==> config.mk <==
export PLATFORM = sky130hd
export DESIGN_NAME = pacoblaze_register_dump
export DESIGN_NICKNAME = d
export VERILOG_FILES = /design/src/rtl/pacoblaze_register_dump.sv
export SDC_FILE = /design/constraint.sdc
export NUM_CORES = 1
export LEC_CHECK = 0
export CAP_MARGIN = 10
export CELL_PAD_IN_SITES_DETAIL_PLACEMENT = 0
export CELL_PAD_IN_SITES_GLOBAL_PLACEMENT = 1
export CORE_MARGIN = 2
export CORE_UTILIZATION = 38
export DETAILED_ROUTE_END_ITERATION = 6
export PLACE_DENSITY_LB_ADDON = 0.25
export SLEW_MARGIN = 20
export SYNTH_ARGS = -nofsm -noshare
export SYNTH_HDL_FRONTEND = slang
export SYNTH_SLANG_ARGS = --single-unit
==> constraint.sdc <==
create_clock -name clk -period 4.05 [get_ports clk]
set_input_delay 0.81 -clock clk [delete_from_list [all_inputs] [get_ports clk]]
set_output_delay 0.81 -clock clk [all_outputs]
set_load 0.005 [all_outputs]
==> src/rtl/pacoblaze_register_dump.sv <==
// pacoblaze_register_dump
// Debug readout engine for the PacoBlaze register file. Walks a wrapping
// address range through the spare asynchronous read port and streams each
// register value, tagged with its address, toward the host debug link.
//
// Output handshake: a word transfers on a rising edge where out_valid and
// out_ready are both high. While out_valid is high and out_ready is low,
// out_data/out_addr/out_last hold stable and the read pointer does not move.
// out_valid only drops after a transfer, or on abort/reset.

module pacoblaze_register_dump #(
    parameter int REG_DEPTH = 4,
    parameter int REG_WIDTH = 8
) (
    input  logic                 clk,
    input  logic                 reset,
    input  logic                 start,
    input  logic                 abort,
    input  logic [REG_DEPTH-1:0] first_addr,
    input  logic [REG_DEPTH-1:0] last_addr,
    output logic [REG_DEPTH-1:0] rf_address,
    input  logic [REG_WIDTH-1:0] rf_data,
    output logic [REG_WIDTH-1:0] out_data,
    output logic [REG_DEPTH-1:0] out_addr,
    output logic                 out_last,
    output logic                 out_valid,
    input  logic                 out_ready,
    output logic                 busy,
    output logic                 done,
    output logic [1:0]           state_dbg
);

    typedef enum logic [1:0] {
        IDLE  = 2'd0,
        RUN   = 2'd1,
        DRAIN = 2'd2
    } state_t;

    localparam logic [REG_DEPTH:0]   COUNT_ONE = {{REG_DEPTH{1'b0}}, 1'b1};
    localparam logic [REG_DEPTH-1:0] ADDR_ONE  = {{(REG_DEPTH-1){1'b0}}, 1'b1};

    state_t               state_q;
    state_t               state_d;
    logic [REG_DEPTH:0]   count_q;     // words still to be loaded
    logic [REG_DEPTH:0]   count_init;
    logic                 accept;      // start taken in IDLE
    logic                 load;        // capture rf_data into the output slot
    logic                 final_load;  // the word being loaded is the last one
    logic                 finish;      // final word handed over
    logic                 kill;        // abort of a running dump

    // Range length; the subtraction wraps so last < first runs through the top.
    assign count_init = {1'b0, last_addr - first_addr} + COUNT_ONE;

    assign busy      = (state_q != IDLE);
    assign state_dbg = state_q;

    // State register.
    always_ff @(posedge clk or negedge reset) begin
        if (!reset) begin
            state_q <= IDLE;
        end else begin
            state_q <= state_d;
        end
    end

    // Next-state and control strobes; abort takes priority over any handshake.
    always_comb begin
        state_d    = state_q;
        accept     = 1'b0;
        load       = 1'b0;
        final_load = 1'b0;
        finish     = 1'b0;
        kill       = 1'b0;
        case (state_q)
            IDLE: begin
                if (start && !abort) begin
                    accept  = 1'b1;
                    state_d = RUN;
                end
            end
            RUN: begin
                if (abort) begin
                    kill    = 1'b1;
                    state_d = IDLE;
                end else if (!out_valid || out_ready) begin
                    load = 1'b1;
                    if (count_q == COUNT_ONE) begin
                        final_load = 1'b1;
                        state_d    = DRAIN;
                    end
                end
            end
            DRAIN: begin
                if (abort) begin
                    kill    = 1'b1;
                    state_d = IDLE;
                end else if (out_valid && out_ready) begin
                    finish  = 1'b1;
                    state_d = IDLE;
                end
            end
            default: begin
                state_d = IDLE;
            end
        endcase
    end

    // Read pointer, remaining count and the single-entry output slot.
    always_ff @(posedge clk or negedge reset) begin
        if (!reset) begin
            rf_address <= '0;
            count_q    <= '0;
            out_data   <= '0;
            out_addr   <= '0;
            out_valid  <= 1'b0;
            out_last   <= 1'b0;
            done       <= 1'b0;
        end else begin
            done <= finish;
            if (accept) begin
                rf_address <= first_addr;
                count_q    <= count_init;
            end
            if (load) begin
                // The word reflects the register contents in this very cycle,
                // so core writes to not-yet-loaded registers show up.
                out_data   <= rf_data;
                out_addr   <= rf_address;
                out_valid  <= 1'b1;
                out_last   <= final_load;
                rf_address <= rf_address + ADDR_ONE;
                count_q    <= count_q - COUNT_ONE;
            end
            if (kill || finish) begin
                out_valid <= 1'b0;
                out_last  <= 1'b0;
            end
        end
    end

endmodule

# Word-level counts from Yosys, hierarchy flattened
# Cells that the tools add are included.
# totals
reg_bits,26
output_inout_bits,22
in_bits,21
wordCells,60
# classes
n_eq_ne,7
addsub,4
n_reduce_logical,12
mux,29
# ops
operator,count
$mux W1,18
$mux W2,6
$mux W5,2
$ne A3 B3 Y1 const B,3
$mux W4,2
$pmux W2 S3,1
$reduce_bool A2 Y1,3
$add A4 B1 Y5 const B,1
$eq A5 B1 Y1 const B,1
$sub A5 B1 Y5 const B,1
$add A4 B1 Y4 const B,1
$reduce_and A4 Y1,1
$sub A4 B4 Y4,1
$eq A2 B1 Y1 const B,1
$eq A2 B2 Y1 const B,1
$logic_and A1 B1 Y1,2
$logic_not A1 Y1,2
$logic_not A2 Y1,1
$logic_or A1 B1 Y1,2
$ne A2 B2 Y1 const B,1
$reduce_or A2 Y1,1

# Logic depth before layout (Yosys ltp)
# depth
ltp_word,7
ltp_mapped,8
depth_no_buf,8

# Worst setup path after synthesis
# OpenSTA, ideal clock, no wires.
# synth_timing
kind,input port to flip-flop
start,input last_addr[0]
end,register count_q[2]
t_required_ns,3.923
n_path_buf,0
path_slack_ns,1.897
path_stages,8
arrival_time_ns,2.025
setup_time_ns,0.127
path_cell_list,inv_1 -> ha_1 -> inv_1 -> fa_1 -> ha_1 -> xor2_1 -> nor3_1 -> a211oi_1
# synth_via
elab_chain_len,4
# synth_lines
item,line,text
from (decl),20,"input logic [REG_DEPTH-1:0] last_addr,"
$sub A4 B4 Y4,53,"assign count_init = {1'b0, last_addr - first_addr} + COUNT_ONE;"
$add A4 B1 Y5,53,
$mux W5,121,if (accept) begin
$mux W5,125,if (load) begin
to (signal assigned),123,count_q <= count_init;
to (signal assigned),133,count_q <= count_q - COUNT_ONE;
to (decl),44,logic [REG_DEPTH:0] count_q;
# Every way passes these cells. The select of a mux whose other input is x is not followed.
# A chain may end at the register's enable or synchronous reset.

# Final worst setup path
# layout_timing
start,input abort
end,register rf_address[3]
# layout_via
elab_chain_len,5
elab_cells_between_ends,8
classes_between,mux: 5; reduce/logical: 3
# layout_lines
item,line,text
from (decl),18,"input logic abort,"
$logic_not A1 Y1,77,if (start && !abort) begin
$logic_and A1 B1 Y1,77,
$mux W1,77,
$mux W1,75,case (state_q)
$reduce_bool A2 Y1 (no source line),--,
to (signal assigned),122,rf_address <= first_addr;
to (signal assigned),132,rf_address <= rf_address + ADDR_ONE;
to (decl),21,"output logic [REG_DEPTH-1:0] rf_address,"
# Parallel ways exist; a longest one is shown, timed or not.

==> results.cfg <==
[outcome]
status = finished clean

[placement]
dp_cells = 243
portBuffers = 42
placed_area_um2 = 1930
place_congestion = 0.783
hpwl_mm = 2.55

[cts]
cts_htree_levels = 1
cts-root-buf = clkbuf_8
postCtsSetupBuffers = 0
cts_tree = done
clkLatencyLatePin_ns = 0.27
cts.hold.buffers_added = 0
clock_sinks = 26
cts_resized = 0
cts_made_buffers = 3
cts_max_path_buffers = 2
clkTransAtPathRegs_ns = 0.09

[hold_path]
hp-class = flip-flop to flip-flop
worstHoldStart = out_addr[1]
hold_end = out_addr[1]
whs_path_depth = 2

[finish]
final_area_um2 = 2010
drive_above_1_share_pct = 6.03
nFillCells = 349
antennaDiodeCount = 0
syn_to_final_growth_pct = 35.3
instances_no_fill = 247
fin_nets = 233

[logic_synthesis]
synthTopCellsByArea = dfrtp_1 44%, nand2_1 9.4%, ha_1 9.3%
post-synth-top-area-fraction_pct = 43.9
synth_cell_types = 39
synth_fp_nets = 189
synth_adder_area_share_pct = 10.6
synthXorXnorAreaFrac_pct = 4.47
synth_top_family_by_area = simple AND/OR/NAND/NOR gates
netlist.top_cell.by_area = dfrtp_1
synth_edf_count = 0
async_flop_share_pct = 100
netlist_area_um2 = 1480
ys_ff_latch = 26
ys_seq_area_share_pct = 43.9
syn_inst = 156
synth-main-ff-cell = dfrtp_1
synth_compound_area_share_pct = 11.3
synth-simple-area-share_pct = 22.3
ys_warn_count = 0
avgSynthCellArea_um2 = 9.50
synthMuxAreaShare_pct = 1.43

[worst_setup_path]
crit_fanout = 25
r2r-end = rf_address[3]
rr_startpoint = state_dbg[1]
reg2regPathDepth = 6
rrSetupSlack_ns = 1.94
endpoint_kind = flip-flop
cp-start-kind = primary input
arrival_ns = 2.80
crit_type = primary input to flip-flop
cp.required_ns = 4.23

[die]
fp.dieArea_um2 = 4420
die_h_um = 66.5
io_pins = 43
coreArea_um2 = 3720
rows = 22
die_w_um = 66.5
initial_core_util_pct = 39.9

[power]
power_density_nw_per_um2 = 624
power_leakage_uw = 0.000960
ir_drop_mv = 0.280

[drt]
dr.pass1.iters = 4
drt_iter0_markers = 50
antenna_left = 0
wirelength_mm = 3.36
drc = 0
via_per_inst = 4.96
via_count = 1225
wl_per_cell_um = 13.6

[grt]
antenna_found_initial = 0
grt_max_degree = 27
grt_pass1_wl_mm = 5.80
grt_pass1_vias = 1275
overflow = 0
grtUsageTotal_pct = 17.1

[timing]
worstMarginPinSlew_ns = 0.892
setup-violations-final = 0
grt_setup_unrepaired = no
min_period_over_period_pct = 64.7
finalMaxSlewViolations = 0
finalHoldViolations = 0
finClkSkew_ns = 0.00513
relSlewSlack_pct = 40.5
period_minus_slack_ns = 2.62
setup_tns_ns = 0
max_freq_ghz = 0.382

[job]
cap_viol_max_count = 0
## Yosys cell counts, types with 2 or more instances
cell,instances
nand2_1,37
dfrtp_1,26
inv_1,14
ha_1,11
nor2_1,7
a21oi_1,6
o21ai_0,5
nor3_1,4
xor2_1,4
and3_1,3
a211oi_1,2
a21o_1,2
a221o_1,2
and3b_1,2
buf_2,2
nor2_2,2
nor2b_1,2
nor3b_1,2
o21ai_1,2
o22ai_1,2
## worst max-delay path by stage
stage | startpoint | endpoint | slack [ns] | cells past startpoint
5_1_grt | abort | rf_address[3] | 1.19 | 5
2_1_floorplan | last_addr[0] | count_q[2] | 1.90 | 8
6_report | abort | rf_address[3] | 1.43 | 5
3_3_place_gp | abort | rf_address[2] | 1.21 | 5
4_1_cts | abort | rf_address[3] | 1.43 | 5
3_5_place_dp | abort | rf_address[3] | 1.11 | 5
## registers in the layout, indices dropped and copies added (netlist names)
signal,cells
rf_address,4
state_dbg,2
out_data,8
out_valid,1
count_q,5
out_last,1
done,1
out_addr,4
## worst max-delay path: stages
cell and delay (ns):
clkdlybuf4s50_1 0.60, nand2b_4 0.21, or2_1 0.70, o21ai_0 0.22
a211oi_1 0.26
## layout make-up
cell class | instances | area [um2] | share of cell area, %
multi-input cells | 112 | 743 | 37.1
repair buffers | 43 | 428 | 21.3
clock buffers | 3 | 41.3 | 2.06
well taps | 48 | 60.1 | 2.99
clock inverters | 1 | 30.0 | 1.50
flip-flops and latches | 26 | 651 | 32.4
inverters | 14 | 52.6 | 2.62
## cell families (layout without fill, tap and decap cells)
logic type	count (synthesis)	count (layout)
AO/OA/AOI/OAI	25	25
XOR/XNOR	6	6
adder cells (fa/ha/maj)	12	12
buffers and inverters	18	61
flip-flops	26	26
multiplexers	2	2
AND/OR/NAND/NOR	67	67
## cell usage in the layout (no fill, tap or decap), types with 2 or more instances in the layout
cell type        synthesis  layout
clkdlybuf4s50_1          0      42
nor3b_1                  2       2
a21oi_1                  6       6
and3b_1                  2       2
ha_1                    11      11
nor3_1                   4       4
a211oi_1                 2       2
a221o_1                  2       2
dfrtp_1                 26      26
nor2b_1                  2       2
nand2_1                 37      37
clkbuf_8                 0       3
o21ai_1                  2       2
o21ai_0                  5       5
o22ai_1                  2       2
nor2_1                   7       7
xor2_1                   4       4
a21o_1                   2       2
nor2_2                   2       2
and3_1                   3       3
inv_1                   14      14
## where the power goes
group	switching, uW	total, uW	internal [uW]
clock	81.9	214	132
sequential	91.7	463	372
combinational	255	574	318
total	429	1250	822
## through the flow
| step | utilization, % | worst slack, ns | total power (uW) | hold slack [ns] |
|---|---|---|---|---|
| finish | 54.0 | 1.43 | 1250 | 0.480 |
| global route | 54.0 | 1.19 | 1360 | 0.517 |
| CTS | 54.0 | 1.43 | 1270 | 0.488 |
| detailed placement | 52.1 | 1.11 | 1050 | 0.467 |
| global placement | 52.1 | 1.21 | 1030 | 0.461 |
| floorplan | - | 1.90 | 769 | 0.467 |
## layer usage
metal	global-route usage [%]	up-vias	part of all wire, %
met4	5.36	0	1.0
met1	22.3	577	46
met5	0	-	0
li1	-	606	-
met2	29.5	38	48
met3	2.20	4	4.7
(Power assumes the default switching activity.)
